==> src/rtl/tick_meter_pkg.sv <==
// Shared types and constants for the tick period meter.
package tick_meter_pkg;

    typedef enum logic [1:0] {
        IDLE    = 2'd0,
        ARMED   = 2'd1,
        MEASURE = 2'd2
    } state_t;

    // Consecutive identical periods needed before locked asserts.
    localparam int LOCK_N_DEFAULT = 4;

endpackage

==> src/rtl/edge_detect_rise.sv <==
// Rising-edge detector for a clk-synchronous input. The history register
// resets high so an input already high at reset release is not an edge.
module edge_detect_rise (
    input  logic clk,
    input  logic reset,
    input  logic d,
    output logic rise
);

    logic d_q;

    // Previous sample of d.
    always_ff @(posedge clk or posedge reset) begin
        if (reset) d_q <= 1'b1;
        else       d_q <= d;
    end

    assign rise = d & ~d_q;

endmodule

==> src/rtl/tick_period_meter.sv <==
// Measures the cycle distance between rising edges of tick_in, flags a
// timeout when no edge arrives within 2^W-1 cycles, and reports locked
// once LOCK_N consecutive identical periods have been seen.
module tick_period_meter
    import tick_meter_pkg::*;
#(
    parameter int W      = 16,
    parameter int LOCK_N = LOCK_N_DEFAULT
) (
    input  logic         clk,
    input  logic         reset,
    input  logic         en,
    input  logic         tick_in,
    output logic [W-1:0] period,
    output logic         period_valid,
    output logic         timeout,
    output logic         locked
);

    // Counter value on the last no-edge cycle before timing out.
    localparam logic [W-1:0] CNT_LIM   = {{(W-1){1'b1}}, 1'b0};
    localparam logic [W-1:0] CNT_ONE   = {{(W-1){1'b0}}, 1'b1};
    localparam logic [3:0]   MATCH_MAX = 4'd15;
    localparam logic [3:0]   LOCK_THR  = 4'(LOCK_N);

    state_t       state, state_n;
    logic [W-1:0] cnt, cnt_n, cnt_inc, period_n;
    logic [3:0]   match, match_n;
    logic         pv_n, to_n, lk_n;
    logic         rise;
    logic         at_limit;

    edge_detect_rise u_edge (
        .clk   (clk),
        .reset (reset),
        .d     (tick_in),
        .rise  (rise)
    );

    // cnt never exceeds 2^W-2 while measuring, so cnt+1 always fits in W bits.
    assign cnt_inc  = cnt + CNT_ONE;
    assign at_limit = (cnt == CNT_LIM);

    // Register segment: state, counter, match count and registered outputs.
    always_ff @(posedge clk or posedge reset) begin
        if (reset) begin
            state        <= IDLE;
            cnt          <= '0;
            period       <= '0;
            period_valid <= 1'b0;
            timeout      <= 1'b0;
            locked       <= 1'b0;
            match        <= '0;
        end else begin
            state        <= state_n;
            cnt          <= cnt_n;
            period       <= period_n;
            period_valid <= pv_n;
            timeout      <= to_n;
            locked       <= lk_n;
            match        <= match_n;
        end
    end

    // Next-state logic; en low overrides everything.
    always_comb begin
        state_n = state;
        if (!en) begin
            state_n = IDLE;
        end else begin
            case (state)
                IDLE:    state_n = ARMED;
                ARMED:   if (rise) state_n = MEASURE;
                MEASURE: if (!rise && at_limit) state_n = ARMED;
                default: state_n = IDLE;
            endcase
        end
    end

    // Datapath/output next values. A zero match count means "no previous
    // period to compare against", so the first period after arming, en-off
    // or timeout always starts a fresh run of 1.
    always_comb begin
        cnt_n    = '0;
        period_n = period;
        pv_n     = 1'b0;
        to_n     = timeout;
        lk_n     = locked;
        match_n  = match;
        if (!en) begin
            to_n    = 1'b0;
            lk_n    = 1'b0;
            match_n = '0;
        end else if (state == MEASURE) begin
            if (rise) begin
                // An edge on the timeout cycle wins and reports 2^W-1.
                period_n = cnt_inc;
                pv_n     = 1'b1;
                to_n     = 1'b0;
                if (match != '0 && cnt_inc == period)
                    match_n = (match == MATCH_MAX) ? match : match + 4'd1;
                else
                    match_n = 4'd1;
                lk_n = (match_n >= LOCK_THR);
            end else if (at_limit) begin
                to_n    = 1'b1;
                lk_n    = 1'b0;
                match_n = '0;
            end else begin
                cnt_n = cnt_inc;
            end
        end
    end

endmodule

==> config.mk <==
export PLATFORM = sky130hd
export DESIGN_NAME = tick_period_meter
export DESIGN_NICKNAME = d
export VERILOG_FILES = /design/src/rtl/tick_meter_pkg.sv /design/src/rtl/edge_detect_rise.sv /design/src/rtl/tick_period_meter.sv
export SDC_FILE = /design/constraint.sdc
export NUM_CORES = 1
export LEC_CHECK = 0
export ABC_AREA = 1
export CORE_ASPECT_RATIO = 0.75
export CORE_MARGIN = 2
export CORE_UTILIZATION = 45
export CTS_BUF_LIST = sky130_fd_sc_hd__clkbuf_16
export DETAILED_ROUTE_END_ITERATION = 12
export HOLD_SLACK_MARGIN = 0.08
export PLACE_DENSITY = 0.72
export SLEW_MARGIN = 40
export SYNTH_ARGS = -nofsm -noshare
export SYNTH_HDL_FRONTEND = slang
export SYNTH_HIERARCHICAL = 1
export SYNTH_SLANG_ARGS = --single-unit
==> constraint.sdc <==
create_clock -name clk -period 2.45 [get_ports clk]
set_input_delay 0.49 -clock clk [delete_from_list [all_inputs] [get_ports clk]]
set_output_delay 0.49 -clock clk [all_outputs]
set_load 0.05 [all_outputs]
==> results.py, run 1 <==
metrics = {
    "critical_path": {
        "reg2reg_from": "cnt[0]",
        "r2r-end": "match[3]",
        "path_class": "reg -> reg",
        "cpPeakStageDelay_ps": 500,
        "startpoint_type": "register",
        "cp_num_buf_inv": 1,
        "crit_required_ps": 2670,
        "ff2ff_setup_slack_ps": 190,
        "cp.arrival_ps": 2480,
        "cp_max_fo": 8,
        "crit_family": "simple AND/OR/NAND/NOR gates",
        "rr_worst_depth": 13,
        "critPathSlowestCell": "dfrtp_1",
        "end_kind": "register",
        "crit_chain": "inv_2 > ha_1 > xor2_1 > nand3_1 > nor2_1 > nand2_1 > nor2_1 > nand2_1 > nor2_1 > nand3_1 > nor2_1 > nand2_1 > nand2_1",
    },
    "power": {
        "cellLeakagePower_nw": 1.374,
        "powerDensity_nw_per_um2": 570.3,
        "ir_drop_v": 0.0004237,
    },
    "cts": {
        "clock_latency_ps": 280,
        "cts-htree-levels": 2,
        "cts_buffers": 5,
        "cts_tree": "yes",
        "post_cts_resized": 0,
        "cts_root_buffer": "clkbuf_16",
        "clock_sinks": 42,
        "clock_path_buffers": 2,
        "hold_buffers": 0,
        "cts_setup_buffers": 0,
        "clkTransAtPathRegs_ps": 60,
    },
    "drt": {
        "drc": 0,
        "via_per_inst": 5.054,
        "wl_per_cell_um": 12.71,
        "vias": 2345,
        "ant_nets": 0,
        "wl_mm": 5.897,
        "initialDrtViolationCount": 182,
        "drt_first_pass_iters": 5,
    },
    "synthesis": {
        "synth_top_cell_by_area": "dfrtp_1",
        "synth_seq_cells": 42,
        "syn_inst": 360,
        "synth.area.top_cells": "dfrtp_1 41%, nand2_1 17%, inv_1 7.7%",
        "syn_nets": 368,
        "syn_area_um2": 2524,
        "yosysSeqAreaShare_pct": 41.70,
        "yosys.cell_types.count": 26,
        "syn_avg_cell_area_um2": 7.010,
        "synth_top_area_share_pct": 40.65,
        "ys_warn_count": 6,
    },
    "floorplan": {
        "start_util_pct": 46.90,
        "die_x_um": 90.47,
        "die_y_um": 68.86,
        "dieArea_um2": 6229,
        "boundaryPins": 23,
        "core_um2": 5381,
        "rows": 23,
    },
    "timing": {
        "fin_crit_sh_pct": 92.22,
        "setup_viol": 0,
        "fmax_mhz": 442.6,
        "skew_ps": 4.932,
        "hold_viol": 0,
        "timing.setup.tns_ps": 0,
        "slew_violations": 0,
        "rsz0062_at_grt": "false",
        "hold_ws_ps": 488.7,
        "min_period_ps": 2259,
        "relSlewSlack_pct": 65.27,
        "worst_pin_slew_ps": 521.0,
    },
    "worst_hold_path": {
        "holdCritPathClass": "reg -> reg",
        "hold_path_end": "timeout",
        "hold_start": "timeout",
        "holdPathStages": 2,
    },
    "place": {
        "placed_area_um2": 2848,
        "place_congestion": 0.8716,
        "port_buffers": 22,
        "dp_hpwl_mm": 4.477,
    },
    "cells_and_area": {
        "fin_util_pct": 55.55,
        "fillerInstances": 520,
        "area_growth_pct": 18.44,
        "final_layout_size_suffix_gt1_share_pct": 8.483,
        "mostFrequentLayoutCell": "nand2_1",
        "fin_nets": 396,
        "n_antenna_cell": 0,
        "finalInstanceArea_um2": 2989,
        "layout_common_cells": "116 x nand2_1, 52 x inv_1, 41 x dfrtp_1, 38 x nand3_1, 35 x nor2_1",
    },
    "run_status": {
        "status": "complete, no violations",
    },
    "global_routing": {
        "grt_pass1_vias": 1968,
        "grt_usage_pct": 20.26,
        "grt_pass1_wl_mm": 9.687,
        "grt_max_degree": 42,
        "overflow": 0,
        "antenna_found_initial": 0,
    },
    "run": {
        "cap_violations": 0,
    },
}
synth_stat cells:
cell and count:
a21oi_1 3, dfrtp_1 41, nand2_1 116, inv_2 3, nand2_2 6, nand3b_1 3
xnor2_1 1, o211ai_1 1, dfstp_2 1, clkbuf_2 1, nor2_2 5, nand3_1 38
ha_1 4, o21ai_2 1, nor3_1 4, clkbuf_1 4, nand3_4 1, nand4_1 7
inv_1 52, o21ai_0 20, o21a_1 1, nor2_1 35, nor2_4 5, xor2_1 5
a32o_1 1, o31ai_1 1
per-layer routing:
metal	GRT usage [%]	wire [um]	vias up	part of all wire, %
met5	0	0	-	0
met1	29.68	3032	1065	51
met4	6.346	65	0	1.1
met3	4.130	427	7	7.2
met2	30.32	2372	86	40
li1	-	-	1187	-
layout make-up:
type                       count  area, um2  share of cell area [%]
sequential                    42       1052                   35.20
timing repair buffer          26      250.2                   8.372
clock inverter                 3      16.27                  0.5442
clock buffer                   5      125.1                   4.186
multi-input combinational    258       1245                   41.65
tap                           75      93.84                   3.139
inverter                      55      206.4                   6.907
power by group:
part           internal [W]  switching (W)  total (W)
combinational      0.000101       0.000202   0.000303
sequential         0.000730      0.0000367   0.000766
clock              0.000372       0.000264   0.000635
registers in the layout, summed over array words and instances, names as in the netlist:
signal / cells
u_edge/d_q: 1
period: 16
locked: 1
state: 2
cnt: 16
timeout: 1
period_valid: 1
match: 4
cell families after synthesis:
family	synth area share, %
adder cells (fa/ha/maj)	1.983
AND/OR/NAND/NOR	39.07
buffers and inverters	8.973
XOR/XNOR	2.082
flip-flops	41.70
AO/OA/AOI/OAI	6.198
metrics by stage:
step	std cells	setup WS, ps	power [W]
finish	464	190.5	0.001705
global route	464	19.70	0.001791
CTS	464	227.9	0.001721
detailed placement	456	253.8	0.001081
global placement	456	253.4	0.001077
floorplan	360	638.4	0.0009808
worst reg2reg max path, stage by stage (launching register included):
cell and delay (ps):
dfrtp_1 500, inv_2 90, ha_1 350, xor2_1 180, nand3_1 100, nor2_1 200, nand2_1 70, nor2_1 150
nand2_1 70, nor2_1 130, nand3_1 80, nor2_1 140, nand2_1 70, nand2_1 70
worst max-delay path by stage:
stage	startpoint	cells after the start	to	slack, ps
floorplan	cnt[0]	13	match[0]	640
global placement	cnt[0]	13	match[3]	250
detailed placement	cnt[0]	13	match[3]	250
CTS	cnt[0]	13	match[3]	230
global route	cnt[0]	13	match[3]	20
finish	cnt[0]	13	match[3]	190
(Power assumes the default switching activity.)
==> inputs of run 2 (changes only) <==
--- a/config.mk
+++ b/config.mk
@@ -10,11 +10,13 @@
 export CORE_MARGIN = 2
 export CORE_UTILIZATION = 45
 export CTS_BUF_LIST = sky130_fd_sc_hd__clkbuf_16
+export CTS_CLUSTER_DIAMETER = 80
 export DETAILED_ROUTE_END_ITERATION = 12
 export HOLD_SLACK_MARGIN = 0.08
-export PLACE_DENSITY = 0.72
+export PLACE_DENSITY = 0.75
 export SLEW_MARGIN = 40
 export SYNTH_ARGS = -nofsm -noshare
 export SYNTH_HDL_FRONTEND = slang
 export SYNTH_HIERARCHICAL = 1
 export SYNTH_SLANG_ARGS = --single-unit
+export TNS_END_PERCENT = 20
==> results.py, run 2 (synthesis results as in run 1) <==
metrics = {
    "timing": {
        "relSlewSlack_pct": 65.46,
        "timing.setup.tns_ps": 0,
        "fmax_mhz": 452.8,
        "slew_violations": 0,
        "worst_pin_slew_ps": 518.1,
        "setup_viol": 0,
        "fin_crit_sh_pct": 90.14,
        "rsz0062_at_grt": "false",
        "min_period_ps": 2208,
        "hold_viol": 0,
        "skew_ps": 6.448,
    },
    "global_routing": {
        "antenna_found_initial": 0,
        "overflow": 0,
        "grt_max_degree": 42,
        "grt_pass1_wl_mm": 10.09,
        "grt_usage_pct": 20.90,
        "grt_pass1_vias": 2208,
    },
    "worst_hold_path": {
        "hold_start": "locked",
        "hold_path_end": "locked",
        "holdPathStages": 2,
        "holdCritPathClass": "reg -> reg",
    },
    "cts": {
        "hold_buffers": 0,
        "post_cts_resized": 0,
        "cts_root_buffer": "clkbuf_16",
        "cts-htree-levels": 2,
        "cts_tree": "yes",
        "clock_sinks": 42,
        "clock_latency_ps": 290,
        "clock_path_buffers": 2,
        "cts_setup_buffers": 0,
        "cts_buffers": 5,
        "clkTransAtPathRegs_ps": 60,
    },
    "critical_path": {
        "rr_worst_depth": 14,
        "r2r-end": "match[0]",
        "end_kind": "register",
        "ff2ff_setup_slack_ps": 240,
        "cp.arrival_ps": 2390,
        "path_class": "reg -> reg",
        "crit_path_start": "cnt[0]",
        "crit_required_ps": 2630,
        "reg2reg_from": "cnt[0]",
        "startpoint_type": "register",
        "cp_max_fo": 8,
    },
    "floorplan": {
        "core_um2": 5381,
        "dieArea_um2": 6229,
        "boundaryPins": 23,
        "die_y_um": 68.86,
        "die_x_um": 90.47,
        "start_util_pct": 46.90,
        "rows": 23,
    },
    "power": {
        "ir_drop_v": 0.0003302,
        "cellLeakagePower_nw": 1.389,
        "powerDensity_nw_per_um2": 599.1,
    },
    "place": {
        "port_buffers": 22,
        "dp_hpwl_mm": 4.290,
        "placed_area_um2": 2840,
        "place_congestion": 0.8795,
    },
    "cells_and_area": {
        "final_layout_size_suffix_gt1_share_pct": 8.247,
        "finalInstanceArea_um2": 3003,
        "reg_top3": "cnt: 16 flops, period: 16 flops, match: 4 flops",
        "mostFrequentLayoutCell": "nand2_1",
        "fin_nets": 395,
        "area_growth_pct": 18.99,
        "layout_common_cells": "116 x nand2_1, 53 x inv_1, 41 x dfrtp_1, 38 x nand3_1, 35 x nor2_1",
        "n_antenna_cell": 0,
    },
    "drt": {
        "vias": 2303,
        "wl_per_cell_um": 12.84,
        "drt_first_pass_iters": 5,
        "drc": 0,
        "via_per_inst": 4.974,
        "initialDrtViolationCount": 131,
        "wl_mm": 5.947,
        "ant_nets": 0,
    },
    "run": {
        "cap_violations": 0,
    },
    "run_status": {
        "status": "complete, no violations",
    },
}
## run 2: cell count changes in the layout (fill, tap and decap cells not counted), sizes merged
cell      change
buf           -1
clkinv        -2
inv           +2
clkinvlp      -1
bufinv        +1
## run 2: worst max-delay path by stage
stage,endpoint,cells after the start
after floorplan,match[0],13
after global placement,period[0],8
after detailed placement,period[10],8
after CTS,match[3],13
after global routing,match[0],14
final,match[0],14
## run 2: metrics by stage
| step | instances | total power, W | hold slack [ps] | utilization (%) | setup slack, ps |
|---|---|---|---|---|---|
| floorplan | 360 | 0.0009808 | 379.7 | - | 638.4 |
| global placement | 455 | 0.001073 | 469.5 | 52.78 | 279.7 |
| detailed placement | 455 | 0.001080 | 476.8 | 52.78 | 163.4 |
| CTS | 463 | 0.001813 | 491.1 | 55.80 | 261.4 |
| global route | 463 | 0.001874 | 519.7 | 55.80 | 48.97 |
| finish | 463 | 0.001799 | 482.6 | 55.80 | 241.5 |
## run 2: worst max-delay path, stage by stage, from the launching register on
cell and delay [ps]:
dfrtp_1 540, ha_1 250, inv_1 80, nor2_4 260
nand3_4 140, nor2_2 90, nand2_1 80, nand2_2 90
nand2_1 50, nand2_1 90, nand2_1 80, nor2_2 160
nand3_1 90, nand2_1 60, nand2_1 40
## run 2: area by class of cell
type                    count  area [um2]
well taps                  75       93.84
clock inverters             3       37.54
flip-flops and latches     42        1052
fillers                   504        2379
clock buffers               5       125.1
multi-input cells         258        1245
repair buffers             25       242.7
inverters                  55       206.4
## run 2: power by group
group,switching (W),total [W],internal [W]
Combinational,0.000204,0.000304,0.000100
Sequential,0.0000355,0.000765,0.000730
Clock,0.000256,0.000729,0.000473
Total,0.000496,0.00180,0.00130
## run 2: layer usage
metal | part of all wire [%] | up-vias | global-route usage [%]
li1 | - | 1182 | -
met1 | 49 | 1049 | 27.92
met2 | 45 | 64 | 35.17
met3 | 5.1 | 8 | 3.804
met4 | 1.3 | 0 | 6.923
met5 | 0 | - | 0
